<file path="config.mk">
export PLATFORM = sky130hd
export DESIGN_NAME = uart_link_flat
export DESIGN_NICKNAME = d
export VERILOG_FILES = /design/src/rtl/uart_link_pkg.sv /design/src/rtl/uart_link_if.sv /design/src/rtl/uart_baud_gen.sv /design/src/rtl/uart_link.sv /design/src/flat_wrapper.sv
export SDC_FILE = /design/constraint.sdc
export NUM_CORES = 1
export LEC_CHECK = 0
export CORE_UTILIZATION = 25
export CTS_BUF_LIST = sky130_fd_sc_hd__clkbuf_8 sky130_fd_sc_hd__clkbuf_16
export DETAILED_ROUTE_END_ITERATION = 10
export GPL_TIMING_DRIVEN = 0
export PLACE_DENSITY = 0.55
export SLEW_MARGIN = 10
export SYNTH_ARGS = -nofsm -noshare
export SYNTH_HDL_FRONTEND = slang
export SYNTH_SLANG_ARGS = --single-unit
export TNS_END_PERCENT = 50
</file>
<file path="constraint.sdc">
create_clock -name clk_50m -period 2.85 [get_ports clk_50m]
set_clock_uncertainty 0.15 [all_clocks]
set_input_delay 0.7125 -clock clk_50m [delete_from_list [all_inputs] [get_ports clk_50m]]
set_output_delay 0.7125 -clock clk_50m [all_outputs]
set_load 0.01 [all_outputs]
</file>
<file path="src/rtl/uart_link_pkg.sv">
// uart_link_pkg: shared FSM state types, oversampling constant and baud divisor helper for uart_link
`timescale 1ns/1ps
package uart_link_pkg;
   localparam int OVERSAMPLE = 16;
   typedef enum logic [1:0] {RX_IDLE, RX_START, RX_DATA, RX_STOP} rx_state_t;
   typedef enum logic [1:0] {TX_IDLE, TX_START, TX_DATA, TX_STOP} tx_state_t;
   // clocks per symbol, rounded to nearest
   function automatic int baud_div(input int clk_hz, input int rate);
      return (clk_hz + rate / 2) / rate;
   endfunction
endpackage

</file>
<file path="src/rtl/uart_link_if.sv">
// uart_link_if: frame-FIFO read side and transmit byte feed of uart_link
`timescale 1ns/1ps
interface uart_link_if #(
   parameter int FIFO_WIDTH = 8,
   parameter int FIFO_DEPTH = 11
);
   logic [FIFO_DEPTH*FIFO_WIDTH-1:0] fifo_data_out;
   logic                             fifo_rd_en;
   logic                             fifo_empty;
   logic                             fifo_full;
   logic                             fifo_almost_full;
   logic [7:0]                       din;
   logic                             wr_en;
   logic                             read_fifo_flag;
   modport master (
      input  fifo_data_out, fifo_empty, fifo_full, fifo_almost_full, read_fifo_flag,
      output fifo_rd_en, din, wr_en
   );
   modport slave (
      output fifo_data_out, fifo_empty, fifo_full, fifo_almost_full, read_fifo_flag,
      input  fifo_rd_en, din, wr_en
   );
endinterface

</file>
<file path="src/rtl/uart_baud_gen.sv">
// uart_baud_gen: free-running 16x receive tick, bit-rate transmit tick and a one-clock-early transmit pre-tick
`timescale 1ns/1ps
module uart_baud_gen
   import uart_link_pkg::*;
#(
   parameter int CLK_HZ    = 50_000_000,
   parameter int UART_BAUD = 115200
) (
   input  logic clk_50m,
   input  logic reset_n,
   output logic rx_tick,
   output logic tx_tick,
   output logic tx_pre_tick
);
   localparam int TX_DIV = baud_div(CLK_HZ, UART_BAUD);
   localparam int RX_DIV = CLK_HZ / (OVERSAMPLE * UART_BAUD);
   localparam int TXW    = $clog2(TX_DIV + 1);
   localparam int RXW    = $clog2(RX_DIV + 1);
   logic [TXW-1:0] tx_div_cnt;
   logic [RXW-1:0] rx_div_cnt;
   assign tx_tick     = tx_div_cnt == TXW'(TX_DIV - 1);
   assign tx_pre_tick = tx_div_cnt == TXW'(TX_DIV - 2);
   assign rx_tick     = rx_div_cnt == RXW'(RX_DIV - 1);
   // both dividers wrap on their own tick
   always_ff @(posedge clk_50m or negedge reset_n) begin
      if (!reset_n) begin
         tx_div_cnt <= '0;
         rx_div_cnt <= '0;
      end else begin
         tx_div_cnt <= tx_tick ? '0 : tx_div_cnt + 1'b1;
         rx_div_cnt <= rx_tick ? '0 : rx_div_cnt + 1'b1;
      end
   end
endmodule

</file>
<file path="src/rtl/uart_link.sv">
// uart_link: 16x UART receiver into a fixed-length command frame plus byte transmitter; UART_STOP_CHECK_EN drops bytes with a bad stop bit
`timescale 1ns/1ps
module uart_link
   import uart_link_pkg::*;
#(
   parameter int CLK_HZ     = 50_000_000,
   parameter int UART_BAUD  = 115200,
   parameter int FIFO_WIDTH = 8,
   parameter int FIFO_DEPTH = 11
) (
   input  logic         clk_50m,
   input  logic         reset_n,
   input  logic         rx,
   output logic         tx,
   output logic         tx_busy,
   output logic         rx_frame_err,
   uart_link_if.slave   bus
);
   localparam int CW = $clog2(FIFO_DEPTH + 1);
   logic                  rx_tick, tx_tick, tx_pre_tick;
   logic [1:0]            rx_sync;
   logic                  rx_s;
   rx_state_t             rx_state, rx_next;
   logic [3:0]            rx_cnt;
   logic [2:0]            rx_bits;
   logic [7:0]            rx_shreg;
   logic [FIFO_WIDTH-1:0] rx_byte;
   logic                  rx_stop_done, rx_push;
   logic [CW-1:0]         count, count_next;
   logic                  frame_clr;
   tx_state_t             tx_state, tx_next;
   logic [2:0]            tx_bits;
   logic [7:0]            tx_shreg;
   uart_baud_gen #(.CLK_HZ(CLK_HZ), .UART_BAUD(UART_BAUD)) u_baud (
      .clk_50m     (clk_50m),
      .reset_n     (reset_n),
      .rx_tick     (rx_tick),
      .tx_tick     (tx_tick),
      .tx_pre_tick (tx_pre_tick)
   );
   assign rx_s    = rx_sync[1];
   assign rx_byte = FIFO_WIDTH'(rx_shreg);
   // two-flop synchronizer, reset to the idle line level
   always_ff @(posedge clk_50m or negedge reset_n) begin
      if (!reset_n) rx_sync <= 2'b11;
      else          rx_sync <= {rx_sync[0], rx};
   end
   // receive state register
   always_ff @(posedge clk_50m or negedge reset_n) begin
      if (!reset_n) rx_state <= RX_IDLE;
      else          rx_state <= rx_next;
   end
   // receive next state: mid-start check, then one sample every 16 ticks
   always_comb begin
      rx_next = rx_state;
      if (rx_tick)
         case (rx_state)
            RX_IDLE:  rx_next = rx_s ? RX_IDLE : RX_START;
            RX_START: if (rx_cnt == 4'd7) rx_next = rx_s ? RX_IDLE : RX_DATA;
            RX_DATA:  if (rx_cnt == 4'd15 && rx_bits == 3'd7) rx_next = RX_STOP;
            RX_STOP:  if (rx_cnt == 4'd15) rx_next = RX_IDLE;
            default:  rx_next = RX_IDLE;
         endcase
   end
   // receive outputs: push at the mid-stop sample
   always_comb begin
      rx_stop_done = rx_state == RX_STOP && rx_tick && rx_cnt == 4'd15;
`ifdef UART_STOP_CHECK_EN
      rx_push      = rx_stop_done && rx_s;
      rx_frame_err = rx_stop_done && !rx_s;
`else
      rx_push      = rx_stop_done;
      rx_frame_err = 1'b0;
`endif
   end
   // receive datapath: tick counter restarts on every state change, data shifts in LSB first
   always_ff @(posedge clk_50m or negedge reset_n) begin
      if (!reset_n) begin
         rx_cnt   <= '0;
         rx_bits  <= '0;
         rx_shreg <= '0;
      end else if (rx_tick) begin
         rx_cnt <= (rx_next != rx_state) ? 4'd0 : rx_cnt + 4'd1;
         if (rx_state == RX_DATA && rx_cnt == 4'd15) begin
            rx_shreg <= {rx_s, rx_shreg[7:1]};
            rx_bits  <= rx_bits + 3'd1;
         end
      end
   end
   assign frame_clr = bus.fifo_rd_en && count != '0;
   // frame occupancy: a clear wins, a coincident push then lands in slot 0
   always_comb begin
      count_next = frame_clr ? (rx_push ? CW'(1) : '0)
                 : (rx_push && count != CW'(FIFO_DEPTH)) ? count + 1'b1 : count;
   end
   // frame storage and registered flags
   always_ff @(posedge clk_50m or negedge reset_n) begin
      if (!reset_n) begin
         count                <= '0;
         bus.fifo_data_out    <= '0;
         bus.fifo_empty       <= 1'b1;
         bus.fifo_full        <= 1'b0;
         bus.fifo_almost_full <= 1'b0;
      end else begin
         count                <= count_next;
         bus.fifo_empty       <= count_next == '0;
         bus.fifo_full        <= count_next == CW'(FIFO_DEPTH);
         bus.fifo_almost_full <= count_next >= CW'(FIFO_DEPTH - 1);
         if (frame_clr)
            bus.fifo_data_out <= rx_push ? (FIFO_DEPTH*FIFO_WIDTH)'(rx_byte) : '0;
         else if (rx_push && count != CW'(FIFO_DEPTH))
            for (int i = 0; i < FIFO_DEPTH; i++)
               if (count == CW'(i)) bus.fifo_data_out[i*FIFO_WIDTH +: FIFO_WIDTH] <= rx_byte;
      end
   end
   // transmit state register
   always_ff @(posedge clk_50m or negedge reset_n) begin
      if (!reset_n) tx_state <= TX_IDLE;
      else          tx_state <= tx_next;
   end
   // transmit next state: STOP leaves one clock early so the next byte is taken from IDLE on the boundary tick
   always_comb begin
      tx_next = tx_state;
      case (tx_state)
         TX_IDLE:  if (tx_tick && bus.wr_en) tx_next = TX_START;
         TX_START: if (tx_tick) tx_next = TX_DATA;
         TX_DATA:  if (tx_tick && tx_bits == 3'd7) tx_next = TX_STOP;
         TX_STOP:  if (tx_pre_tick) tx_next = TX_IDLE;
         default:  tx_next = TX_IDLE;
      endcase
   end
   // transmit outputs decoded from state so reset forces the line high at once
   always_comb begin
      bus.read_fifo_flag = tx_state == TX_IDLE && tx_tick && bus.wr_en;
      tx      = tx_state == TX_START ? 1'b0 : tx_state == TX_DATA ? tx_shreg[0] : 1'b1;
      tx_busy = tx_state != TX_IDLE;
   end
   // transmit datapath: latch on pop, shift out LSB first
   always_ff @(posedge clk_50m or negedge reset_n) begin
      if (!reset_n) begin
         tx_shreg <= '0;
         tx_bits  <= '0;
      end else if (bus.read_fifo_flag) begin
         tx_shreg <= bus.din;
         tx_bits  <= '0;
      end else if (tx_state == TX_DATA && tx_tick) begin
         tx_shreg <= {1'b0, tx_shreg[7:1]};
         tx_bits  <= tx_bits + 3'd1;
      end
   end
endmodule

</file>
<file path="src/flat_wrapper.sv">
// flat-port wrapper written by rule: the top's interface ports become plain ports
module uart_link_flat import uart_link_pkg::*;
#(
   parameter int CLK_HZ     = 50_000_000,
   parameter int UART_BAUD  = 115200,
   parameter int FIFO_WIDTH = 8,
   parameter int FIFO_DEPTH = 11
)
  (clk_50m, reset_n, rx, tx, tx_busy, rx_frame_err, bus_fifo_data_out, bus_fifo_empty, bus_fifo_full, bus_fifo_almost_full, bus_read_fifo_flag, bus_fifo_rd_en, bus_din, bus_wr_en);
  uart_link_if #(.FIFO_WIDTH(FIFO_WIDTH), .FIFO_DEPTH(FIFO_DEPTH)) bus_i ();
  input  logic clk_50m;
  input  logic reset_n;
  input  logic rx;
  output logic tx;
  output logic tx_busy;
  output logic rx_frame_err;
  output wire logic [$bits(bus_i.fifo_data_out)-1:0] bus_fifo_data_out;
  output wire logic [$bits(bus_i.fifo_empty)-1:0] bus_fifo_empty;
  output wire logic [$bits(bus_i.fifo_full)-1:0] bus_fifo_full;
  output wire logic [$bits(bus_i.fifo_almost_full)-1:0] bus_fifo_almost_full;
  output wire logic [$bits(bus_i.read_fifo_flag)-1:0] bus_read_fifo_flag;
  input wire logic [$bits(bus_i.fifo_rd_en)-1:0] bus_fifo_rd_en;
  input wire logic [$bits(bus_i.din)-1:0] bus_din;
  input wire logic [$bits(bus_i.wr_en)-1:0] bus_wr_en;
  assign bus_fifo_data_out = bus_i.fifo_data_out;
  assign bus_fifo_empty = bus_i.fifo_empty;
  assign bus_fifo_full = bus_i.fifo_full;
  assign bus_fifo_almost_full = bus_i.fifo_almost_full;
  assign bus_read_fifo_flag = bus_i.read_fifo_flag;
  assign bus_i.fifo_rd_en = bus_fifo_rd_en;
  assign bus_i.din = bus_din;
  assign bus_i.wr_en = bus_wr_en;
  uart_link #(.CLK_HZ(CLK_HZ), .UART_BAUD(UART_BAUD), .FIFO_WIDTH(FIFO_WIDTH), .FIFO_DEPTH(FIFO_DEPTH)) u_core (.clk_50m(clk_50m), .reset_n(reset_n), .rx(rx), .tx(tx), .tx_busy(tx_busy), .rx_frame_err(rx_frame_err), .bus(bus_i));
endmodule
</file>
======== Word level (Yosys, flattened, before mapping) ========
Index checks and enable logic that the tools add are counted.
W data, S select, Z words.
word-level totals
  register bits ........................... 141
  input bits .............................. 13
  output and inout port bits .............. 95
  word-level logic and storage cells ...... 143
cells by class
  $add $sub $neg .......................... 6
  $lt $le $gt $ge ......................... 1
  equal/unequal tests ..................... 30
  muxes and demuxes ....................... 38
  reduce and logical (&&, ||, !) cells .... 43
operators by type and width
  cell                   number
  $mux W88               2
  $mux W8                14
  $reduce_bool A2 Y1     14
  $reduce_and A2 Y1      12
  $eq A4 B3 Y1 const B   5
  $eq A4 B4 Y1 const B   5
  $eq A9 B9 Y1 const B   2
  $mux W2                9
  $pmux W2 S4            2
  $mux W4                3
  $logic_and A1 B1 Y1    11
  $add A9 B1 Y9 const B  1
  $mux W9                1
  $add A4 B1 Y4 const B  2
  $eq A2 B2 Y1 const B   4
  $eq A4 B2 Y1 const B   2
  $logic_not A4 Y1       2
  $ne A2 B1 Y1 const B   4
  $add A3 B1 Y3 const B  2
  $eq A3 B3 Y1 const B   2
  $mux W3                2
  $add A5 B1 Y5 const B  1
  $eq A5 B5 Y1 const B   1
  $mux W5                1
  other kinds (9)        14

======== Logic depth before layout (Yosys ltp) ========
  depth in word-level cells ............... 7
  depth in mapped cells ................... 9
  gate-level depth less buffers ........... 7

======== Hierarchy ========
A second synthesis with hierarchy kept.
unflattened totals
  cells, all modules ...................... 563
  area, all modules ....................... 6,518.8 µm²
by module, submodules not included
  module         times used  cells each  area each (µm²)  sequential area each (µm²)
  uart_link      1           493         5,785.5          3,181.8
  uart_baud_gen  1           70          733.2            350.3

======== Least setup slack after synthesis ========
Ideal clock, no wire load.
  path kind ............................... reg2out
  start ................................... register u_core.u_baud.tx_div_cnt[1]
  end ..................................... output port bus_read_fifo_flag
  arrival ................................. 1.343 ns
  data required time ...................... 1.987 ns
  setup slack ............................. 0.644 ns
  cell stages (with the launch flop) ...... 7
  buffers on the path ..................... 1
  cell sequence ........................... dfrtp_1 inv_1 ha_1 nor4b_1 nand3_1 nor2_1 clkbuf_1
on the way
  cells in the longest elaborated chain, start to end .. 3
ends and longest elaborated chain
  item                               line                 text
  from (decl)                        uart_baud_gen.sv:19  logic [TXW-1:0] tx_div_cnt;
  from (signal assigned)             uart_baud_gen.sv:30  tx_div_cnt <= tx_tick ? '0 : tx_div_cnt + 1'b1;
  $eq A9 B9 Y1                       uart_baud_gen.sv:21  assign tx_tick = tx_div_cnt == TXW'(TX_DIV - 1);
  $logic_and A1 B1 Y1 (2 in series)  uart_link.sv:134     bus.read_fifo_flag = tx_state == TX_IDLE && tx_tick && bus.wr_en;
  to (decl)                          flat_wrapper.sv:21   output wire logic [$bits(bus_i.read_fifo_flag)-1:0] bus_read_fifo_flag;
Every way passes these cells.

======== Worst setup path in the final report ========
  start ................................... register u_core.tx_state[0]
  end ..................................... output port tx
on the way
  cells in the longest elaborated chain, start to end .. 3
  elaborated cells between the ends (all ways) .. 4
  those cells by class .................... eq/ne (2); mux (2)
ends and longest elaborated chain
  item                    line                text
  from (decl)             uart_link.sv:31     tx_state_t tx_state, tx_next;
  from (signal assigned)  uart_link.sv:119    else tx_state <= tx_next;
  $eq A2 B2 Y1            uart_link.sv:135    tx = tx_state == TX_START ? 1'b0 : tx_state == TX_DATA ? tx_shreg[0] : 1'b1;
  $mux W1                 uart_link.sv:135
  $mux W1 (*)             uart_link.sv:135
  to (decl)               flat_wrapper.sv:14  output logic tx;
Every way passes the cells marked *; elsewhere a longest branch is shown, timed or not.

==> flow_summary_export.csv <==
group,metric,value,unit
final_layout,area_delta_synth_final,32.8,%
die,die_w,161,microns
run_status,status,"finished, final reports clean",
routing,wl_per_cell,16.1,microns
clocking,clock-root-buffer,"clkbuf_16",
yosys,yosysTopAreaCell,"dfrtp_1",
yosys,synthCells,632,
yosys,ys_warn_count,0,
final_layout,multiInputGateArea,2600,sq um
setup_path,startpoint,"u_core.tx_state[0]$_DFFE_PN0P_",
yosys,synthFlopType,"dfrtp_1",
global_route,grt_use_met3,3.65,%
setup_path,worstSetupPathType,"register to output port",
sta,final_max_slew_viol_count,0,
yosys,synth_top_area_share,54.4,%
place,hpwl,11.7,mm
pwr,p_leak,0.00385,uW
final_layout,nNetsFinal,794,
global_route,first_global_vias,4805,
setup_path,cp_max_fo,6,
sta,hold_violations,0,
yosys,syn_avg_cell_area,10.0,sq um
die,initial_core_util,25.8,%
global_route,grtUsageMet1,19.9,%
setup_path,r2r_slack,0.19,ns
sta,timing.final.crit_share,95.4,%
yosys,synth_seq_cells,141,
global_route,grt_usage,14.0,%
routing,vias,4887,
die,die_height,161,microns
yosys,yosysUniqueCellTypes,52,
place,gp_congestion,0.770,
setup_path,crit_arrival,1.86,ns
sta,tightest_slew,0.892,ns
sta,rsz0062_at_grt,"true",
sta,fmax,368,MHz
routing,dr.pass1.iters,4,
routing,drt-total-wl,17.7,mm
final_layout,ff_latch_area,3530,sq um
global_route,met2_usage,21.1,%
sta,setup-violations-final,0,
place,io_buffers,106,
clocking,clk-insertion-delay-late,0.43,ns
sta,whs,0.00974,ns
routing,drt-vias-per-instance,4.45,
setup_path,end_kind,"output port",
routing,drtIter0Drc,237,
place,placed_cell_area,7850,sq um
setup_path,start_kind,"register",
setup_path,required,1.99,ns
global_route,grt_max_degree,104,
clocking,clkTransAtPathRegs,0.06,ns
routing,final_antenna_net_count,0,
global_route,antenna_found_initial,0,
final_layout,final_util,34.3,%
final_layout,final_layout_size_suffix_gt1_share,10.6,%
yosys,synth-edff-count,0,
clocking,clock_path_buffers,2,
pwr,irDropWorstVdd,0.365,mV
sta,period_needed,2.72,ns
global_route,grt_pass1_wl,27.7,mm
yosys,ys_seq_area_share,55.6,%
yosys,ys_top_cells_by_area,"dfrtp_1 54%, nand2_1 9.6%, a21oi_1 5.7%, mux2i_1 5.2%, ha_1 3.7%",
global_route,overflow,0,
clocking,clkSinkCount,141,
setup_path,cp-endpoint,"tx",
pwr,p_per_area,547,nW/um^2
yosys,syn_area,6350,sq um
setup_path,rr_worst_depth,6,
min_path,hp-class,"input pin to asynchronous set/reset pin",
die,rows,57,
final_layout,design_area,8430,sq um
run,maxCapViolCount,0,
die,die-area,26000,sq um
sta,slew_headroom,40.5,%
clocking,cts_max_level,4,
yosys,synthArstFlopShare,100,%
setup_path,reg2reg_from,"u_core.count[0]$_DFF_PN0_",
final_layout,antenna_cells,0,
yosys,synth.most_common_cell,"nand2_1",
die,ioPinCount,108,
setup_path,worstReg2RegEnd,"u_core.bus.fifo_data_out[83]$_DFFE_PN0P_",
routing,drc,0,
global_route,grt_busiest_layer,"met2",
yosys,synth_nets,664,
yosys,synth_common_cells,"162 x nand2_1, 138 x dfrtp_1, 72 x a21oi_1",
sta,setup_tns,0,ns
final_layout,fillers,2474,
clocking,cts_tree,"done",
clocking,cts_buffers,17,
die,core_area,24600,sq um
[worst min path at each step]
stage	from	end	slack, ns	cells after the start
floorplan	u_core.rx_sync[0]$_DFF_PN1_	u_core.rx_sync[1]$_DFF_PN1_	0.20	0
global placement	u_core.rx_sync[0]$_DFF_PN1_	u_core.rx_sync[1]$_DFF_PN1_	0.20	0
global route	reset_n	u_core.u_baud.tx_div_cnt[6]$_DFF_PN0_	0.02	1
detailed placement	u_core.rx_sync[0]$_DFF_PN1_	u_core.rx_sync[1]$_DFF_PN1_	0.20	0
CTS	reset_n	u_core.u_baud.tx_div_cnt[6]$_DFF_PN0_	0.009	1
finish	reset_n	u_core.u_baud.tx_div_cnt[6]$_DFF_PN0_	0.01	1
[placed cells by master (no fill, tap or decap), types with 3 or more instances in the layout]
cell	count
and2_1	10
mux2_2	3
nor2_1	42
mux2i_1	33
clkbuf_16	17
nand2_1	162
nand3_1	13
clkdlybuf4s50_1	104
o21ai_0	18
inv_1	14
xnor2_1	5
a21oi_1	72
mux2_1	8
clkinv_2	4
a31oi_1	3
buf_4	11
nor4_4	3
clkinvlp_4	5
dfrtp_1	137
dfstp_2	3
nor3_1	4
buf_1	3
inv_6	3
nor2_2	4
xor2_1	6
clkbuf_1	17
ha_1	18
buf_2	8
nor2b_1	3
[where the power goes]
group          internal [uW]  switching, uW  total [uW]
clock network           1130            910        2040
registers               2080           54.5        2140
logic                    195            235         431
total                   3410           1200        4610
[per-stage QoR]
| stage | setup slack (ns) | total power, uW | instances |
|---|---|---|---|
| 6_report | 0.130 | 4610 | 1099 |
| 4_1_cts | 0.0176 | 4670 | 1096 |
| 3_5_place_dp | -0.416 | 2610 | 1063 |
| 3_3_place_gp | -5.08 | 2610 | 1062 |
| 5_1_grt | -0.000282 | 4800 | 1099 |
| 2_1_floorplan | 0.644 | 2330 | 632 |
[routing by layer]
metal	share of wire [%]	wire length, microns
met1	50	8870
met2	45	7920
met3	4.6	821
met4	0.79	141
met5	0	0
[repair_timing]
item                       4_1_cts  5_1_grt
buffers inserted                 1        3
setup endpoints to repair        1        3
hold buffers                     0        0
pin swaps                        0        1
resized for setup                6        4
[worst max-delay path, stage by stage, from the launching register on]
cell and delay [ns]:
dfrtp_1 0.40, inv_1 0.10, ha_2 0.23, a21oi_1 0.15
clkdlybuf4s50_1 0.55
[registers in the layout, indices dropped and copies added, names as in the netlist, 4 cells and up]
register / count
u_core.bus.fifo_data_out: 88
u_core.count: 4
u_core.rx_byte: 8
u_core.rx_cnt: 4
u_core.tx_shreg: 8
u_core.u_baud.rx_div_cnt: 5
u_core.u_baud.tx_div_cnt: 9
[kinds of logic (layout without fill, tap and decap cells)]
| group | Yosys count | in the layout | share of synthesized area [%] |
|---|---|---|---|
| AO/OA/AOI/OAI | 106 | 106 | 9.28 |
| multiplexers | 44 | 44 | 7.15 |
| AND/OR/NAND/NOR | 260 | 260 | 19.0 |
| flip-flops | 141 | 141 | 55.6 |
| adder cells (fa/ha/maj) | 19 | 19 | 3.74 |
| XOR/XNOR | 11 | 11 | 1.52 |
| buffers and inverters | 50 | 193 | 3.64 |
| other | 1 | 1 | 0.0590 |
[area by class of cell]
cell class	instances	area share, %
Sequential cell	141	41.9
Multi-Input combinational cell	441	30.8
Timing Repair Buffer	111	13.3
Clock buffer	18	5.21
Tap cell	324	4.81
Buffer	37	2.28
Clock inverter	14	1.14
Inverter	13	0.579
No activity file was read; power rests on OpenSTA's default activity.
